==> src/rtl/dpcm_sat_apb_mc.sv <==
// fifo_sync: generic synchronous FIFO with flush and occupancy count.
// Latency: a pushed entry is visible at out_dat the cycle after in_vld; pop retires the head on the same edge.
// Backpressure: none internal; pushes while full and pops while empty are ignored, caller checks full/empty.
module fifo_sync #(
  parameter int WIDTH = 8,
  parameter int DEPTH = 8
) (
  input  logic                   PCLK,
  input  logic                   PRESETn,
  input  logic                   flush,
  input  logic                   in_vld,
  input  logic [WIDTH-1:0]       in_dat,
  input  logic                   out_rdy,
  output logic [WIDTH-1:0]       out_dat,
  output logic [$clog2(DEPTH):0] count,
  output logic                   full,
  output logic                   empty
);
  localparam int AW = $clog2(DEPTH);

  logic [WIDTH-1:0] mem [DEPTH];
  logic [AW-1:0]    wr_ptr;
  logic [AW-1:0]    rd_ptr;
  logic             do_push;
  logic             do_pop;

  assign full    = (count == (AW+1)'(DEPTH));
  assign empty   = (count == '0);
  assign out_dat = mem[rd_ptr];
  assign do_push = in_vld && !full;
  assign do_pop  = out_rdy && !empty;

  always_ff @(posedge PCLK) begin
    if (do_push) mem[wr_ptr] <= in_dat;
  end

  // Pointers are exactly AW bits wide so they wrap modulo DEPTH for free.
  always_ff @(posedge PCLK or negedge PRESETn) begin
    if (!PRESETn) begin
      wr_ptr <= '0;
      rd_ptr <= '0;
      count  <= '0;
    end else if (flush) begin
      wr_ptr <= '0;
      rd_ptr <= '0;
      count  <= '0;
    end else begin
      if (do_push) wr_ptr <= wr_ptr + 1'b1;
      if (do_pop)  rd_ptr <= rd_ptr + 1'b1;
      count <= count + (AW+1)'(do_push) - (AW+1)'(do_pop);
    end
  end
endmodule

// dpcm_sat_apb_mc: multi-channel saturating DPCM encoder behind an APB slave, residuals queued for readback.
// Latency: register accesses zero-wait; SAMPLE writes take one wait state; residual readable the cycle after completion.
// Backpressure: SAMPLE write to a full FIFO completes with PSLVERR (sticky overflow); DOUT read when empty errors likewise.
// Ports: APB slave (PCLK, PRESETn, PSELx, PENABLE, PWRITE, PADDR, PWDATA, PRDATA, PREADY, PSLVERR), irq level output.
module dpcm_sat_apb_mc #(
  parameter int DATA_W     = 16,
  parameter int NCH        = 4,
  parameter int FIFO_DEPTH = 8
) (
  input  logic        PCLK,
  input  logic        PRESETn,
  input  logic        PSELx,
  input  logic        PENABLE,
  input  logic        PWRITE,
  input  logic [31:0] PADDR,
  input  logic [31:0] PWDATA,
  output logic [31:0] PRDATA,
  output logic        PREADY,
  output logic        PSLVERR,
  output logic        irq
);
  localparam int FW = DATA_W + 3;
  localparam int CW = $clog2(FIFO_DEPTH) + 1;

  typedef enum logic [1:0] {S_IDLE, S_WAIT, S_DONE} apb_state_t;
  apb_state_t state;

  logic                     en, ie, ovf, udf;
  logic [DATA_W-2:0]        sat_lim;
  logic [15:0]              sat_cnt;
  // Sized for the 3-bit channel field so any address-derived index is in range.
  logic signed [DATA_W-1:0] pred [8];

  logic        is_ctrl, is_status, is_satlim, is_dout, is_sample;
  logic        sample_wr, err_c, complete, ok;
  logic [2:0]  ch_sel;
  logic [31:0] rdata_c;

  logic          f_push, f_pop, f_clr, f_full, f_empty;
  logic [FW-1:0] f_head;
  logic [CW-1:0] f_count;

  logic signed [DATA_W-1:0] smp, pcur, pred_next, head_diff;
  logic signed [DATA_W:0]   diff, lim, clamped;
  logic                     sat_hit;
  logic [23:0]              head_diff24;
  logic                     unused_bits;

  assign ch_sel    = PADDR[4:2];
  assign is_ctrl   = (PADDR == 32'h0000_0000);
  assign is_status = (PADDR == 32'h0000_0004);
  assign is_satlim = (PADDR == 32'h0000_0008);
  assign is_dout   = (PADDR == 32'h0000_000C);
  assign is_sample = (PADDR[31:9] == 23'd0) && PADDR[8] && (PADDR[7:5] == 3'd0) &&
                     (PADDR[1:0] == 2'd0) && (int'(ch_sel) < NCH);
  assign sample_wr = PWRITE && is_sample;

  // Full-FIFO only errors when encoding is enabled; disabled SAMPLE writes are silent no-ops.
  assign err_c = !(is_ctrl || is_status || is_satlim || is_dout || is_sample) ||
                 (PWRITE && (is_status || is_dout)) ||
                 (!PWRITE && is_sample) ||
                 (sample_wr && en && f_full) ||
                 (!PWRITE && is_dout && f_empty);

  assign head_diff   = f_head[DATA_W-1:0];
  assign head_diff24 = 24'(head_diff);

  always_comb begin
    rdata_c = '0;
    if (is_ctrl)        rdata_c = {30'd0, ie, en};
    else if (is_status) rdata_c = {sat_cnt, 6'd0, udf, ovf, 1'b0, 7'(f_count)};
    else if (is_satlim) rdata_c = 32'(sat_lim);
    else if (is_dout)   rdata_c = {5'd0, f_head[FW-1:DATA_W], head_diff24};
  end

  // Residual at DATA_W+1 bits so the subtraction cannot wrap before clamping.
  assign smp  = PWDATA[DATA_W-1:0];
  assign pcur = pred[ch_sel];
  assign diff = {smp[DATA_W-1], smp} - {pcur[DATA_W-1], pcur};
  assign lim  = {2'b00, sat_lim};

  always_comb begin
    clamped = diff;
    sat_hit = 1'b0;
    if (diff > lim) begin
      clamped = lim;
      sat_hit = 1'b1;
    end else if (diff < -lim) begin
      clamped = -lim;
      sat_hit = 1'b1;
    end
  end

  // Clamp keeps the new prediction between old prediction and sample, so it always fits DATA_W.
  assign pred_next = pcur + clamped[DATA_W-1:0];

  // PREADY/PSLVERR/PRDATA are registered: the response is decided on the SETUP edge
  // (or on the wait-state edge for SAMPLE writes) and shown only for the completing cycle.
  always_ff @(posedge PCLK or negedge PRESETn) begin
    if (!PRESETn) begin
      state   <= S_IDLE;
      PREADY  <= 1'b1;
      PSLVERR <= 1'b0;
      PRDATA  <= '0;
    end else if (PSELx && !PENABLE) begin
      if (sample_wr) begin
        state   <= S_WAIT;
        PREADY  <= 1'b0;
        PSLVERR <= 1'b0;
        PRDATA  <= '0;
      end else begin
        state   <= S_DONE;
        PREADY  <= 1'b1;
        PSLVERR <= err_c;
        PRDATA  <= (!PWRITE && !err_c) ? rdata_c : '0;
      end
    end else if ((state == S_WAIT) && PSELx && PENABLE) begin
      state   <= S_DONE;
      PREADY  <= 1'b1;
      PSLVERR <= err_c;
      PRDATA  <= '0;
    end else begin
      // Covers completion, idle, and PSELx dropping mid wait state (abort).
      state   <= S_IDLE;
      PREADY  <= 1'b1;
      PSLVERR <= 1'b0;
      PRDATA  <= '0;
    end
  end

  assign complete = (state == S_DONE) && PSELx && PENABLE;
  assign ok       = complete && !PSLVERR;
  assign f_push   = ok && sample_wr && en;
  assign f_pop    = ok && !PWRITE && is_dout;
  assign f_clr    = ok && PWRITE && is_ctrl && PWDATA[2];

  fifo_sync #(.WIDTH(FW), .DEPTH(FIFO_DEPTH)) u_fifo (
    .PCLK    (PCLK),
    .PRESETn (PRESETn),
    .flush   (f_clr),
    .in_vld  (f_push),
    .in_dat  ({ch_sel, clamped[DATA_W-1:0]}),
    .out_rdy (f_pop),
    .out_dat (f_head),
    .count   (f_count),
    .full    (f_full),
    .empty   (f_empty)
  );

  always_ff @(posedge PCLK or negedge PRESETn) begin
    if (!PRESETn) begin
      en      <= 1'b0;
      ie      <= 1'b0;
      ovf     <= 1'b0;
      udf     <= 1'b0;
      sat_cnt <= '0;
      sat_lim <= '1;
      for (int i = 0; i < 8; i++) pred[i] <= '0;
    end else begin
      if (ok && PWRITE && is_ctrl) begin
        en <= PWDATA[0];
        ie <= PWDATA[1];
      end
      if (ok && PWRITE && is_satlim) sat_lim <= PWDATA[DATA_W-2:0];
      if (f_push) begin
        pred[ch_sel] <= pred_next;
        if (sat_hit && (sat_cnt != 16'hFFFF)) sat_cnt <= sat_cnt + 16'd1;
      end
      if (complete && PSLVERR && sample_wr)          ovf <= 1'b1;
      if (complete && PSLVERR && !PWRITE && is_dout) udf <= 1'b1;
      if (f_clr) begin
        ovf     <= 1'b0;
        udf     <= 1'b0;
        sat_cnt <= '0;
        for (int i = 0; i < 8; i++) pred[i] <= '0;
      end
    end
  end

  assign irq = ie && !f_empty;

  assign unused_bits = ^{PWDATA[31:DATA_W], clamped[DATA_W]};
endmodule

==> config.mk <==
export PLATFORM = sky130hd
export DESIGN_NAME = dpcm_sat_apb_mc
export DESIGN_NICKNAME = d
export VERILOG_FILES = /design/src/rtl/dpcm_sat_apb_mc.sv
export SDC_FILE = /design/constraint.sdc
export NUM_CORES = 1
export LEC_CHECK = 0
export BUFFER_PORTS_ARGS = -buffer_cell sky130_fd_sc_hd__buf_2
export CAP_MARGIN = 20
export CELL_PAD_IN_SITES_DETAIL_PLACEMENT = 1
export CELL_PAD_IN_SITES_GLOBAL_PLACEMENT = 2
export CORE_ASPECT_RATIO = 0.6
export CORE_MARGIN = 8
export CORE_UTILIZATION = 39
export DETAILED_ROUTE_END_ITERATION = 8
export HOLD_SLACK_MARGIN = 0.03
export PLACE_DENSITY_LB_ADDON = 0.1
export SLEW_MARGIN = 20
export SYNTH_ARGS = -nofsm -noshare
export SYNTH_HDL_FRONTEND = slang
export SYNTH_SLANG_ARGS = --single-unit
==> constraint.sdc <==
create_clock -name PCLK -period 6.55 [get_ports PCLK]
set_input_delay 0.3275 -clock PCLK [delete_from_list [all_inputs] [get_ports PCLK]]
set_output_delay 0.3275 -clock PCLK [all_outputs]
set_load 0.005 [all_outputs]
==> results.txt, run 1 <==
----------------------------------------------------
[Status]
  Run status ... finished with violations
  Violated checks ... setup timing

[Timing]
  Final setup skew ... about 0.022 ns
  Maximum achievable frequency ... around 0.14 GHz
  Final-report hold violation count ... 0
  Worst slew pin tran ... roughly 1.1 ns
  Final worst path period share ... 108%
  Unrepaired setup endpoints after global routing ... true
  Post-route worst setup slack ... -0.517 ns
  Crit path time final ... 7.07 ns
  Worst slew slack as a fraction of its limit ... between 20% and 30%
  Endpoints failing setup ... 25
  Final Max Tran Viols ... 0

[Worst setup path]
  Critical path type ... register to register
  Crit path from ... pred[32]
  Required @ worst endpoint ... between 7 and 8 ns
  Type of element capturing the critical path ... register
  Critical path arrival ... approximately 7.5 ns
  CP max stage delay ... ~0.5 ns
  Startpoint kind of the worst setup timing path ... register
  Worst setup slack for register-to-register paths ... -0.52 ns
  Cell with the most instances on the worst path ... sky130_fd_sc_hd__a21oi_2
  Maximum fanout along the worst path ... 5
  Slowest CP cell ... sky130_fd_sc_hd__mux4_2
  FF-to-FF Start ... pred[32]

[Floorplan]
  Core Area ... around 45000 um^2
  Initial standard-cell utilization of the core ... 39.4%
  IO Count ... roughly 100
  Height of the die ... between 150 and 200 um
  Total die area ... approximately 52000 um^2
  Die extent in x ... 290 um
  Number of placement rows ... 60

[Synth]
  Synth Cell Area ... ~18000 um^2
  Commonest register cell after synthesis ... sky130_fd_sc_hd__dfrtp_1
  #FFs+latches synth ... between 300 and 400
  Mean Syn Cell Area ... 12.5 um^2
  Synthesis Warnings ... 0
  Number of unique standard cell types used by synthesis ... 71
  Sequential cell area fraction in the yosys report ... 55.7%
  Synthesized Nets ... about 1600
  Post-synthesis async set-or-reset flop share ... 57.9%
  Number of standard cells after synthesis ... between 1000 and 1500
  Post-synth EDFFs ... 152

[Cells and area]
  Highest-count cells in the layout ignoring fill and taps ... sky130_fd_sc_hd__dfrtp_1, sky130_fd_sc_hd__buf_4, sky130_fd_sc_hd__edfxtp_1, sky130_fd_sc_hd__buf_2, sky130_fd_sc_hd__nand3_1
  Post-layout util ... around 49%
  Summed area of non-filler cells in the final layout ... 21700 um^2
  Fill cell total of the finished layout ... around 4600
  Number of diodes added for antenna fixing ... 0
  NumNets Final ... ~1800
  Commonest non-fill, non-tap cell in the layout ... sky130_fd_sc_hd__dfrtp_1
  Fraction of final layout cells with drive strength greater than 1 ... between 30% and 40%
  Area Overhead vs Synth ... 23.3%

[Place]
  Routability Congestion ... roughly 0.78
  Total of buffers placed on input and output ports ... 87
  Detailed placer's ending HPWL ... approximately 36000 um
  Post-placement cell area ... 20100 um^2

[Clock network]
  Count of H-tree levels built during CTS ... 2
  Reg clk slew, reported paths ... roughly 0.06 ns
  Clock Path Buffers ... 3
  Clock tree from TritonCTS ... yes
  Cell chosen for the clock root ... sky130_fd_sc_hd__clkbuf_16
  Total CTS buffers ... 37
  Worst-Skew Late Latency ... between 0.5 and 0.6 ns
  Clock sink total ... between 300 and 400

[Global routing]
  Number of global-route vias before repair ... approximately 13000
  Initial antenna violation count ... 1
  Met3 Use GR ... 2.87%
  Global route overflow ... 0
  Maximum number of pins on one net before global-route repair ... between 100 and 150
  Global-route track usage on met2 ... between 20% and 30%
  Global-route layer with the greatest usage ... met1
  Aggregate global-route resource usage ... approximately a fifth
  Routing usage on met1 ... between 20% and 30%
  Global-route wire length before repair ... approximately 79000 um

[Worst hold path]
  Startpoint of the tightest hold check path ... PWDATA[12]
  Hold WC Path Type ... input pin to register

[Detailed routing]
  Final routed wire length divided by cell count ... between 20 and 25 um
  DRC violations left ... 0
  TritonRoute pass-1 iters ... 4
  Total wire length after detailed routing ... approximately 51000 um
  Detail-routed via count per cell ... about 5.3
  Via Count ... roughly 12000
  Residual antenna-violating net count after detailed routing ... 0
  DRT iter0 DRCs ... slightly below 700

[Power and ir drop]
  Maximum resistive drop on vdd ... between 0.00015 and 0.0002 V
  Total power density per cell area ... roughly 230 nW/um^2
  Leak Pwr ... about 9.3 nW

[Job]
  Maximum Capacitance Violations ... 0

----------------------------------------------------
==> cells by family (layout without fill, tap and decap cells) <==
group           after synthesis  in the layout  synth area share (%)
mux                         127            127                  12.5
buf+inv                     132            415                  2.90
fa+ha+maj                    77             77                  5.60
xor+xnor                     46             46                  2.37
simple gates                417            417                  12.3
flops                       361            361                  55.7
compound gates              244            244                  8.61
==> routing by layer <==
metal	wire length [um]	vias to the layer above
li1	-	5666
met1	26000	6261
met2	22000	198
met3	1800	50
met4	733	0
met5	0	-
==> cell type report <==
class                      count  area (um^2)  share of cell area [%]
clock inverter                18          149                   0.685
tap                          589          737                    3.39
multi-input combinational    911         7690                    35.4
timing repair buffer         289         2090                    9.61
clock buffer                  48         1010                    4.64
sequential                   361         9820                    45.2
inverter                      60          230                    1.06
==> synth_stat cells (10+ instances only) <==
cell                       number  area (um^2)
sky130_fd_sc_hd__clkbuf_1      52          195
sky130_fd_sc_hd__dfrtp_1      193         4830
sky130_fd_sc_hd__mux2_2        31          349
sky130_fd_sc_hd__xor2_1        16          140
sky130_fd_sc_hd__dfstp_2       16          420
sky130_fd_sc_hd__nand2_1       72          270
sky130_fd_sc_hd__o21ai_0       91          455
sky130_fd_sc_hd__edfxtp_1     152         4560
sky130_fd_sc_hd__a21o_1        15          113
sky130_fd_sc_hd__inv_1         59          221
sky130_fd_sc_hd__and2_1        75          469
sky130_fd_sc_hd__nand2b_1      20          125
sky130_fd_sc_hd__a22oi_1       13         97.6
sky130_fd_sc_hd__a21oi_1       56          280
sky130_fd_sc_hd__mux2i_1       24          240
sky130_fd_sc_hd__nand3_1       84          420
sky130_fd_sc_hd__mux4_2        72         1620
sky130_fd_sc_hd__nor3_1        13         65.1
sky130_fd_sc_hd__a31oi_1       10         62.6
sky130_fd_sc_hd__and3_1        10         62.6
sky130_fd_sc_hd__ha_1          74          926
sky130_fd_sc_hd__nor2_1        91          342
sky130_fd_sc_hd__buf_1         13         48.8
sky130_fd_sc_hd__xnor2_1       29          254
==> critical path, delay by kind of cell, from the launching register on <==
family | cells | cell delay, ns
and+or+nand+nor | 3 | 0.63
xor gates and xnor gates | 1 | 0.31
DFF | 1 | 0.40
AOI/OAI and AO/OA | 17 | 3.07
buffers and inverters | 4 | 0.60
muxes | 3 | 0.97
adders and majority gates | 4 | 0.98
==> flip-flops by register name, summed over array words and instances, names as in the netlist <==
signal	flops
PRDATA	32
PREADY	1
PSLVERR	1
en	1
ie	1
ovf	1
pred	128
sat_cnt	16
sat_lim	15
state	2
u_fifo.count	4
u_fifo.mem	152
u_fifo.rd_ptr	3
u_fifo.wr_ptr	3
udf	1
==> power breakdown <==
part | internal [mW] | switching, mW
Combinational | 0.252 | 0.317
Sequential | 2.39 | 0.000604
Clock | 1.14 | 0.919
==> through the flow <==
stage	instances	hold WS, ns	worst slack, ns	total power [mW]	setup TNS (ns)
3_5_place_dp	2185	0.357	-1.14	2.95	-29.54
5_1_grt	2276	0.0440	-0.747	5.22	-14.92
3_3_place_gp	2184	0.349	-1.01	2.95	-25.46
6_report	2276	0.0699	-0.517	5.02	-6.13
4_1_cts	2271	0.0417	-0.453	5.08	-5.06
2_1_floorplan	1404	0.0319	-0.374	2.68	-1.94
==> what timing repair did <==
action,CTS,global route
endpoints found under the setup margin,32,43
gates resized for setup,50,37
gates cloned,1,0
hold buffers,4,0
pin swaps,26,12
setup buffers,15,7
hold endpoints to repair,55,0
==> worst paths after layout <==
path,endpoint,cells past startpoint
worst max-delay path,pred[95],32
max in group asynchronous,pred[91],3
worst min-delay path,sat_lim[12],2
worst max register to register,pred[95],32
worst min register to register,pred[31],1
min in group asynchronous,PRDATA[29],2
No activity file was read; power rests on OpenSTA's default activity.
==> run 2, diff against run 1 <==
--- a/config.mk
+++ b/config.mk
@@ -19,3 +19,4 @@
 export SYNTH_ARGS = -nofsm -noshare
 export SYNTH_HDL_FRONTEND = slang
 export SYNTH_SLANG_ARGS = --single-unit
+export TNS_END_PERCENT = 50
==> run 2 against run 1 <==
  * The flow still finishes with violations (setup timing)
  * Clock skew about the same
  * Global-route usage is essentially flat
  * Combinational power about the same
  * Final area is 0.14% lower
  * Flip-flop and latch count did not move
  * Largest power group unchanged
  * Highest routed layer unchanged
==> results.txt, run 2 (synthesis gave the netlist of run 1 again) <==
----------------------------------------------------
[Timing]
  Crit path time final ... 7.01 ns (-0.0588 ns)
  Final worst hold slack ... 0.0709 ns (+0.00101 ns)
  Final-report hold violation count ... 0 (unchanged)
  Unrepaired setup endpoints after global routing ... true
  Fin Setup TNS ... -5.85 ns (+0.284 ns)
  Final worst path period share ... 107% (-0.90 points)
  Post-route worst setup slack ... -0.459 ns (+0.0588 ns)
  Final Max Tran Viols ... 0 (unchanged)
  Final setup skew ... 0.0221 ns (+0.000167 ns)
  Maximum achievable frequency ... 0.143 GHz (+0.84%)
  Worst slew slack as a fraction of its limit ... 29.8% (+0.25 points)
  Endpoints failing setup ... 24 (-4.0%)
  Worst slew pin tran ... 1.05 ns (-0.00370 ns)

[Cells and area]
  Registers with the most flip-flops ... u_fifo.mem: 152 flops, pred: 128 flops, PRDATA: 32 flops
  NumNets Final ... 1805 (-0.055%)
  Area Overhead vs Synth ... 23.1%
  Fill cell total of the finished layout ... 4601 (unchanged)
  Largest register by flop count ... u_fifo.mem
  Highest-count cells in the layout ignoring fill and taps ... sky130_fd_sc_hd__dfrtp_1, sky130_fd_sc_hd__buf_4, sky130_fd_sc_hd__edfxtp_1, sky130_fd_sc_hd__buf_2, sky130_fd_sc_hd__nand3_1
  Fraction of final layout cells with drive strength greater than 1 ... 33.5% (-0.039 points)
  Number of diodes added for antenna fixing ... 0 (unchanged)
  Commonest non-fill, non-tap cell in the layout ... sky130_fd_sc_hd__dfrtp_1
  Number of flip-flops in the largest register ... 152 (unchanged)
  Summed area of non-filler cells in the final layout ... 21700 um^2 (-0.14%)

[Place]
  Post-placement cell area ... 20100 um^2 (unchanged)
  Detailed placer's ending HPWL ... 35700 um (unchanged)
  Routability Congestion ... 0.778 (unchanged)
  Total of buffers placed on input and output ports ... 87 (unchanged)

[Clock network]
  Reg clk slew, reported paths ... 0.06 ns (about the same)
  Count of H-tree levels built during CTS ... 2 (unchanged)
  Clock Path Buffers ... 3 (unchanged)
  Worst-Skew Late Latency ... 0.55 ns (about the same)
  Cell chosen for the clock root ... sky130_fd_sc_hd__clkbuf_16
  Total CTS buffers ... 37 (unchanged)
  Clock sink total ... 361 (unchanged)
  Clock tree from TritonCTS ... yes

[Worst setup path]
  Cell with the most instances on the worst path ... sky130_fd_sc_hd__a21oi_2
  Critical path type ... register to register
  Slowest CP cell ... sky130_fd_sc_hd__mux4_2
  Critical path's top delay family ... compound AO/OA/AOI/OAI gates
  Critical path arrival ... 7.47 ns (-0.05 ns)
  Startpoint kind of the worst setup timing path ... register
  Required @ worst endpoint ... 7.01 ns (about the same)
  Worst Path Buf+Inv ... 3 (-1)
  Type of element capturing the critical path ... register
  CP max stage delay ... 0.51 ns (about the same)
  Maximum fanout along the worst path ... 5 (unchanged)

[Global routing]
  Global-route wire length before repair ... 79500 um (about the same)
  Global route overflow ... 0 (unchanged)
  Maximum number of pins on one net before global-route repair ... 143 (unchanged)
  Number of global-route vias before repair ... 13100 (+0.030%)
  Initial antenna violation count ... 1 (unchanged)
  Aggregate global-route resource usage ... 19.2% (about the same)

[Job]
  Maximum Capacitance Violations ... 0 (unchanged)

[Detailed routing]
  DRT iter0 DRCs ... 722 (+6.3%)
  Detail-routed via count per cell ... 5.34 (-0.23%)
  TritonRoute pass-1 iters ... 5 (+1)
  Total wire length after detailed routing ... 50400 um (-0.23%)
  DRC violations left ... 0 (unchanged)
  Via Count ... 12100 (-0.27%)
  Residual antenna-violating net count after detailed routing ... 0 (unchanged)
  Final routed wire length divided by cell count ... 22.2 um (-0.18%)

[Floorplan]
  Height of the die ... 181 um (unchanged)
  Number of placement rows ... 60 (unchanged)
  Initial standard-cell utilization of the core ... 39.4% (unchanged)
  Die extent in x ... 290 um (unchanged)
  IO Count ... 104 (unchanged)
  Total die area ... 52500 um^2 (unchanged)
  Core Area ... 44700 um^2 (unchanged)

[Status]
  Run status ... finished with violations
  Violated checks ... setup timing

[Power and ir drop]
  Total power density per cell area ... 231 nW/um^2 (+0.11%)
  Maximum resistive drop on vdd ... 0.000173 V (-0.16%)
  Leak Pwr ... 9.28 nW (-0.14%)

[Worst hold path]
  Hold WC Path Type ... input pin to register

----------------------------------------------------
[run 2: cell count changes in the layout (fill, tap and decap cells not counted), sizes merged]
cell	before	now
buf	284	283
[run 2: routing by layer]
layer | track usage, % | share of wire, % | up-vias
met1 | 29.4 | 52 | 6233
met4 | 3.56 | 1.5 | 0
met5 | 0 | 0 | -
met2 | 28.8 | 43 | 203
li1 | - | - | 5656
met3 | 2.87 | 3.7 | 50
[run 2: cell type report]
cell class	count	area (um^2)	share of cell area [%]
Sequential cell	361	9820	45.3
Clock inverter	18	149	0.686
Multi-Input combinational cell	911	7670	35.4
Inverter	60	230	1.06
Clock buffer	48	1010	4.64
Timing Repair Buffer	288	2080	9.58
Tap cell	589	737	3.40
[run 2: timing repair]
| action | 4_1_cts | 5_1_grt |
|---|---|---|
| setup endpoints to repair | 32 | 44 |
| endpoints found under the hold margin | 55 | 0 |
| buffers inserted | 15 | 7 |
| resized for setup | 31 | 50 |
| cloned | 1 | 0 |
| hold buffers | 4 | 0 |
| pin swaps | 22 | 20 |
[run 2: worst reg2reg max path, delay by kind of cell, from the launching register on]
family                     cells  cell delay [ns]
buffers and inverters          3             0.48
xor gates and xnor gates       1             0.31
adders and majority gates      4             0.97
AOI/OAI and AO/OA             14             2.55
and+or+nand+nor                6             1.25
muxes                          3             0.97
DFF                            1             0.40
[run 2: worst paths after layout]
kind	start	endpoint	slack, ns	cells after the start
worst min register to register	pred[30]	pred[30]	0.48	1
worst max register to register	pred[32]	pred[111]	-0.46	31
worst min-delay path	PWDATA[12]	sat_lim[12]	0.07	2
min in group asynchronous	PRESETn	PRDATA[29]	0.37	2
max in group asynchronous	PRESETn	pred[91]	4.95	3
worst max-delay path	pred[32]	pred[111]	-0.46	31
[run 2: power by group]
group,internal (mW),switching [mW]
combinational,0.251,0.316
sequential,2.39,0.000613
clock,1.14,0.920
[run 2: per-stage QoR]
step	total power, mW	util (%)	setup WS, ns	instances
floorplan	2.68	-	-0.374	1404
global placement	2.95	44.9	-1.01	2184
detailed placement	2.95	44.9	-1.14	2185
CTS	5.08	48.2	-0.462	2271
global route	5.22	48.6	-0.720	2275
finish	5.02	48.6	-0.459	2275
